==> config.mk <==
export PLATFORM = sky130hd
export DESIGN_NAME = shift_deser
export DESIGN_NICKNAME = d
export VERILOG_FILES = /design/src/rtl/shift_deser.sv
export SDC_FILE = /design/constraint.sdc
export NUM_CORES = 1
export LEC_CHECK = 0
export ABC_CLOCK_PERIOD_IN_PS = 1400
export CAP_MARGIN = 5
export CORE_MARGIN = 5
export CORE_UTILIZATION = 49
export DETAILED_ROUTE_END_ITERATION = 6
export PLACE_DENSITY_LB_ADDON = 0.3
export REMOVE_ABC_BUFFERS = 1
export SYNTH_ARGS = -nofsm -noshare
export SYNTH_HDL_FRONTEND = slang
export SYNTH_SLANG_ARGS = --single-unit
==> constraint.sdc <==
create_clock -name clk -period 1.4 [get_ports clk]
set_input_delay 0.21 -clock clk [delete_from_list [all_inputs] [get_ports clk]]
set_output_delay 0.21 -clock clk [all_outputs]
set_load 0.01 [all_outputs]
==> src/rtl/shift_deser.sv <==
// Serial-to-parallel receiver: start bit, N data bits MSB first, optional even-parity bit.
// Optional parity stage enabled by defining SHIFT_DESER_PARITY_EN.
`ifndef SHIFT_LEN
`define SHIFT_LEN 8
`endif
module shift_deser #(
    parameter int N = `SHIFT_LEN
) (
    input  logic         clk,
    input  logic         reset,
    input  logic         sin,
    input  logic         bit_en,
    output logic [N-1:0] data_out,
    output logic         out_valid,
    input  logic         out_ready,
    output logic         busy,
    output logic         overrun,
    output logic         parity_err
);

    localparam int CW = $clog2(N + 1);
`ifdef SHIFT_DESER_PARITY_EN
    localparam int SW = N;
`else
    // The final data bit goes straight from sin into the word, so one bit less is stored.
    localparam int SW = N - 1;
`endif
    localparam logic [CW-1:0] LAST_BIT = CW'(N - 1);

    typedef enum logic [1:0] {
        ST_IDLE   = 2'd0,
        ST_DATA   = 2'd1,
        ST_PARITY = 2'd2
    } state_t;

    state_t          state_r;
    logic [CW-1:0]   cnt_r;
    logic [SW-1:0]   shreg_r;
    logic [N-1:0]    data_r;
    logic            valid_r;
    logic            busy_r;
    logic            overrun_r;
    logic            complete_s;
    logic [N-1:0]    word_s;

`ifdef SHIFT_DESER_PARITY_EN
    logic            perr_r;
    logic            perr_s;

    function automatic logic even_parity_err(input logic [N:0] bits);
        return ^bits;
    endfunction

    // Word completes on the qualified parity sample.
    always_comb begin
        complete_s = 1'b0;
        word_s     = shreg_r;
        perr_s     = 1'b0;
        if (bit_en && (state_r == ST_PARITY)) begin
            complete_s = 1'b1;
            perr_s     = even_parity_err({shreg_r, sin});
        end else begin
            complete_s = 1'b0;
        end
    end
`else
    // Word completes on the qualified sample of the last data bit.
    always_comb begin
        complete_s = 1'b0;
        word_s     = N'({shreg_r, sin});
        if (bit_en && (state_r == ST_DATA) && (cnt_r == LAST_BIT)) begin
            complete_s = 1'b1;
        end else begin
            complete_s = 1'b0;
        end
    end
`endif

    // Frame FSM: start detection, data shifting and bit counting.
    always_ff @(posedge clk) begin
        if (reset) begin
            state_r <= ST_IDLE;
            cnt_r   <= '0;
            shreg_r <= '0;
            busy_r  <= 1'b0;
        end else if (bit_en) begin
            case (state_r)
                ST_IDLE: begin
                    if (sin) begin
                        state_r <= ST_DATA;
                        cnt_r   <= '0;
                        busy_r  <= 1'b1;
                    end
                end
                ST_DATA: begin
                    shreg_r <= SW'({shreg_r, sin});
                    cnt_r   <= cnt_r + CW'(1);
                    if (cnt_r == LAST_BIT) begin
`ifdef SHIFT_DESER_PARITY_EN
                        state_r <= ST_PARITY;
                        busy_r  <= 1'b1;
`else
                        state_r <= ST_IDLE;
                        busy_r  <= 1'b0;
`endif
                    end
                end
                ST_PARITY: begin
                    state_r <= ST_IDLE;
                    busy_r  <= 1'b0;
                end
                default: begin
                    state_r <= ST_IDLE;
                    cnt_r   <= '0;
                    busy_r  <= 1'b0;
                end
            endcase
        end
    end

    // Output holding register with valid/ready handshake and overrun detection.
    always_ff @(posedge clk) begin
        if (reset) begin
            data_r    <= '0;
            valid_r   <= 1'b0;
            overrun_r <= 1'b0;
`ifdef SHIFT_DESER_PARITY_EN
            perr_r    <= 1'b0;
`endif
        end else begin
            overrun_r <= 1'b0;
            if (complete_s) begin
                if (!valid_r || out_ready) begin
                    data_r  <= word_s;
                    valid_r <= 1'b1;
`ifdef SHIFT_DESER_PARITY_EN
                    perr_r  <= perr_s;
`endif
                end else begin
                    overrun_r <= 1'b1;
                end
            end else if (valid_r && out_ready) begin
                valid_r <= 1'b0;
            end
        end
    end

    assign data_out  = data_r;
    assign out_valid = valid_r;
    assign busy      = busy_r;
    assign overrun   = overrun_r;
`ifdef SHIFT_DESER_PARITY_EN
    assign parity_err = perr_r;
`else
    assign parity_err = 1'b0;
`endif

endmodule

* Yosys cells after proc, flatten, opt, wreduce, memory -nomap -nowiden
Index checks and enable logic that the tools add are counted.
** Word-level totals
- Output and inout bits :: 12
- Word-level logic and storage cells :: 42
- Input bits :: 5
- Bits in registers :: 24
** Cells by class
- Bitwise operators :: 2
- Mux-type cells :: 13
- $add $sub $neg :: 1
- Reductions and logical operators :: 13
- Eq/ne operators :: 6
** Operators by type and width (number)
- case mux 4 bit (3 select lines) :: 1
- two-way mux 1 bit :: 7
- AND reduction 2 bit :: 3
- AND reduction 3 bit :: 2
- adder 4 x 1 -> 4 bit (second input constant) :: 1
- == test 4 x 3 -> 1 bit (second input constant) :: 1
- two-way mux 2 bit :: 2
- two-way mux 4 bit :: 1
- != test 2 x 1 -> 1 bit (second input constant) :: 2
- case mux 2 bit (2 select lines) :: 1
- logical AND 1 bit :: 3
- == test 2 x 1 -> 1 bit (second input constant) :: 1
- == test 2 bit (second input constant) :: 1
- logical NOT 2 bit :: 1
- != test 2 bit (second input constant) :: 1
- inverter 1 bit :: 2
- case mux 1 bit (2 select lines) :: 1
- nonzero test 2 bit :: 1
- OR reduction 2 bit :: 1
- logical NOT 1 bit :: 1
- logical OR 1 bit :: 1

* Depth between registers and ports, before layout
- Depth in word-level cells :: 6
- Mapped depth :: 5
- Depth with buffers taken out :: 4

* Least setup slack after synthesis
OpenSTA, ideal clock, no wires.
- Path kind :: register to register
- Start point :: register busy (netlist name)
- End point :: register data_r[0], in the netlist data_out[0]
- Period minus slack after synthesis :: 1.211 ns
- Data arrival time :: 1.139 ns
- Path buffers :: 1
- Slack :: 0.189 ns
- Stages on the path, launching flop included :: 5
- Cells stage by stage :: dfxtp_1 -> nand3_4 -> nor3b_2 -> buf_6 -> mux2i_1
** RTL lines
- to (signal assigned) :: line 134 : data_r <= word_s;
- to (decl) :: line 39 : logic [N-1:0] data_r;

* Worst setup path in the final report
- Start point :: register cnt_r[0]
- End point :: register data_r[0], in the netlist data_out[0]
** On the way
- Longest elaborated chain between the ends :: 4
** RTL lines
- from (decl) :: line 37 : logic [CW-1:0] cnt_r;
- from (signal assigned) :: line 97 : cnt_r <= cnt_r + CW'(1);
- == test 4 x 3 -> 1 bit :: line 71 : if (bit_en && (state_r == ST_DATA) && (cnt_r == LAST_BIT)) begin
- logical AND 1 bit :: line 71
- two-way mux 1 bit :: line 71
- AND reduction 2 bit (no line)
Every way passes these cells.
A chain may end at the register's enable or synchronous reset.

==> run summary <==
worst-path cell chain - ha_1 > nand2b_1 > nor3b_2 > buf_6 > mux2i_1
outcome - finished, final reports clean
largest net degree at the start of global routing - 31
sequential-to-total area share from yosys stat - 47.5%
top sig layer - met4
Num CTS Buffers - 3
Hold Crit Depth - 2
# nets final - 128
sw frac - 19.3%
root buffer cell - clkbuf_4
RSZ-0062 raised after global routing - false
Power Internal - 0.956 mW
CTS sink cnt - 22
Worst path max stage delay - 0.37 ns
Wirelength per Cell - 11.1 um
Net Sw Power - 0.229 mW
Tot Pwr - 1.18 mW
CTS Buffer Depth - 2
sequential share of power - 53.7%
commonest non-fill, non-tap cell in the layout - dfxtp_1
critical path peak fanout - 8
fin crit share - 90.3%
Clk Latency, worst-skew pair - 0.31 ns
chip width - 53.5 um
hold_sp - shreg_r[6]
WL met1 - 777 um
Yosys reg bits - 22
Detail Route met2 WL - 748 um
Setup TNS - 0 ns
reg2reg setup slack - 0.14 ns
wire length on met3 - 54 um
gr ovfl total - 0
Hold EP - shreg_r[6]
CTS tree - done
critical path's slowest cell - dfxtp_2
YS warnings - 0
R2R Path Start - cnt_r[0]
die area - 2860 um2
cts hold-fix bufs - 0
gr usage total - 13.6%
PortBufs - 15
Worst Path Required - 1.64 ns
combinational cell fraction of total power - 5.9%
Setup crit start kind - flip-flop
initial DRC count - 13
postcts setup bufs - 0
Reg clk slew, reported paths - 0.12 ns
Die H - 53.5 um
# fillers - 157
share of layout cells above drive strength 1 - 14.9%
I/O Pins - 17
most frequent cells in the layout - 19 x dfxtp_1, 18 x nand2b_1, 18 x nand2_1
Post-route DRC - 0
cell area power density - 995 nW/um2
first-pass GRT wire length - 2.75 mm
synthesized area - 927 um2
placed inst area - 1140 um2
Final Hold Fails - 0
Initial DRT Pass Iterations - 4
Static Leak - 0.455 nW
crit path from - cnt_r[0]
Finished Cell Area - 1190 um2
Core ar. - 1760 um2
H-tree levels - 1
clock network power share - 40.4%
Worst Path Arrival - 1.51 ns
synth unique cells - 24
Post-Route WL - 1.63 mm
Max Cap Viol - 0
critical path class - flip-flop to flip-flop
setup violators final - 0
Initial Util - 52.6%
crit path capture type - flip-flop
Final Max Slew Viols - 0
Register-to-Register Path Depth - 5
VDD IR-drop max - 697 uV
Worst Clk Skew - 0.00653 ns
Std-Cell Rows - 15
initial antenna violation count - 0
post-DP HPWL - 1.18 mm
routability cong. - 0.812
fmax - 791 MHz
Hold Crit Class - flip-flop to flip-flop
Period minus WS final - 1.26 ns
post_cts resized - 12
total number of vias - 736
area delta synth->final - 28.5%
Vias/cell - 5.04
hold_ws - 0.473 ns
placed cells - 142
Non-Filler Instances - 146
antenna cells - 0
post-synthesis average cell area - 9.18 um2
ANT nets after route - 0
Cells after Synth - 101
vias in the first global route - 665
Worst R2R End - data_out[0]
state kept, by name, summed over array words and instances, names as in the netlist:
signal	count
data_out	8
shreg_r	7
cnt_r	4
busy	1
out_valid	1
overrun	1
power by group through the flow:
| stage | sequential [mW] | combinational (mW) | clock [mW] |
|---|---|---|---|
| after floorplan | 0.651 | 0.0228 | 0 |
| after global placement | 0.650 | 0.0706 | 0 |
| after detailed placement | 0.650 | 0.0708 | 0 |
| after CTS | 0.636 | 0.0696 | 0.496 |
| after global routing | 0.637 | 0.0754 | 0.516 |
| final | 0.636 | 0.0697 | 0.479 |
routing by layer:
layer	GRT usage (%)	vias up
li1	-	375
met1	15.2	345
met2	22.4	12
met3	2.82	4
met4	10.2	0
met5	0	-
synth_stat cells:
| library cell | n | area (um2) |
|---|---|---|
| or2_2 | 1 | 6.26 |
| a31oi_1 | 1 | 6.26 |
| ha_1 | 1 | 12.5 |
| nand2b_1 | 18 | 113 |
| buf_4 | 1 | 7.51 |
| and2_2 | 1 | 7.51 |
| nor3_1 | 2 | 10.0 |
| mux2i_1 | 9 | 90.1 |
| nand3b_1 | 1 | 7.51 |
| a22oi_1 | 1 | 7.51 |
| nand2_1 | 18 | 67.6 |
| dfxtp_1 | 22 | 440 |
| nor2_1 | 3 | 11.3 |
| buf_6 | 1 | 11.3 |
| or3_1 | 1 | 6.26 |
| o21ai_0 | 1 | 5.00 |
| conb_1 | 1 | 3.75 |
| o221ai_1 | 1 | 8.76 |
| clkbuf_1 | 3 | 11.3 |
| nand4b_1 | 1 | 8.76 |
| nor3b_2 | 1 | 12.5 |
| buf_2 | 1 | 5.00 |
| a21oi_1 | 10 | 50.1 |
| nand3_4 | 1 | 17.5 |
stage by stage:
| step | util [%] | setup slack (ns) |
|---|---|---|
| floorplan | - | -0.0930 |
| global placement | 64.5 | -0.0666 |
| detailed placement | 64.5 | -0.0959 |
| CTS | 67.0 | 0.0154 |
| global route | 67.5 | 0.0264 |
| finish | 67.5 | 0.136 |
cells by family (layout without fill, tap and decap cells):
family | after synthesis | after routing | share of synthesized area, %
buf+inv | 6 | 26 | 3.78
mux | 9 | 9 | 9.72
other cells | 1 | 1 | 0.404
fa+ha+maj | 1 | 1 | 1.35
flops | 22 | 22 | 47.5
compound gates | 14 | 14 | 8.37
simple gates | 48 | 48 | 28.9
how the worst max path moves through the flow:
stage	to	slack, ns	cells after the start
2_1_floorplan	data_out[0]	-0.09	3
3_3_place_gp	out_valid	-0.07	5
3_5_place_dp	data_out[4]	-0.1	5
4_1_cts	overrun	0.02	1
5_1_grt	data_out[4]	0.03	5
6_report	data_out[0]	0.14	5
area by class of cell:
type,instances,area [um2],area share (%)
Timing Repair Buffer,22,209,17.5
Clock buffer,3,22.5,1.89
Tap cell,25,31.3,2.63
Multi-Input combinational cell,73,452,37.9
Sequential cell,22,447,37.5
Clock inverter,1,30.0,2.52
critical path: cells and delay by family (launching register included):
family	cells	cell delay [ns]
adders and majority gates	1	0.19
and+or+nand+nor	2	0.28
muxes	1	0.18
buffers and inverters	1	0.18
DFF	1	0.37
Note: power is estimated with default switching activity, not from simulation.
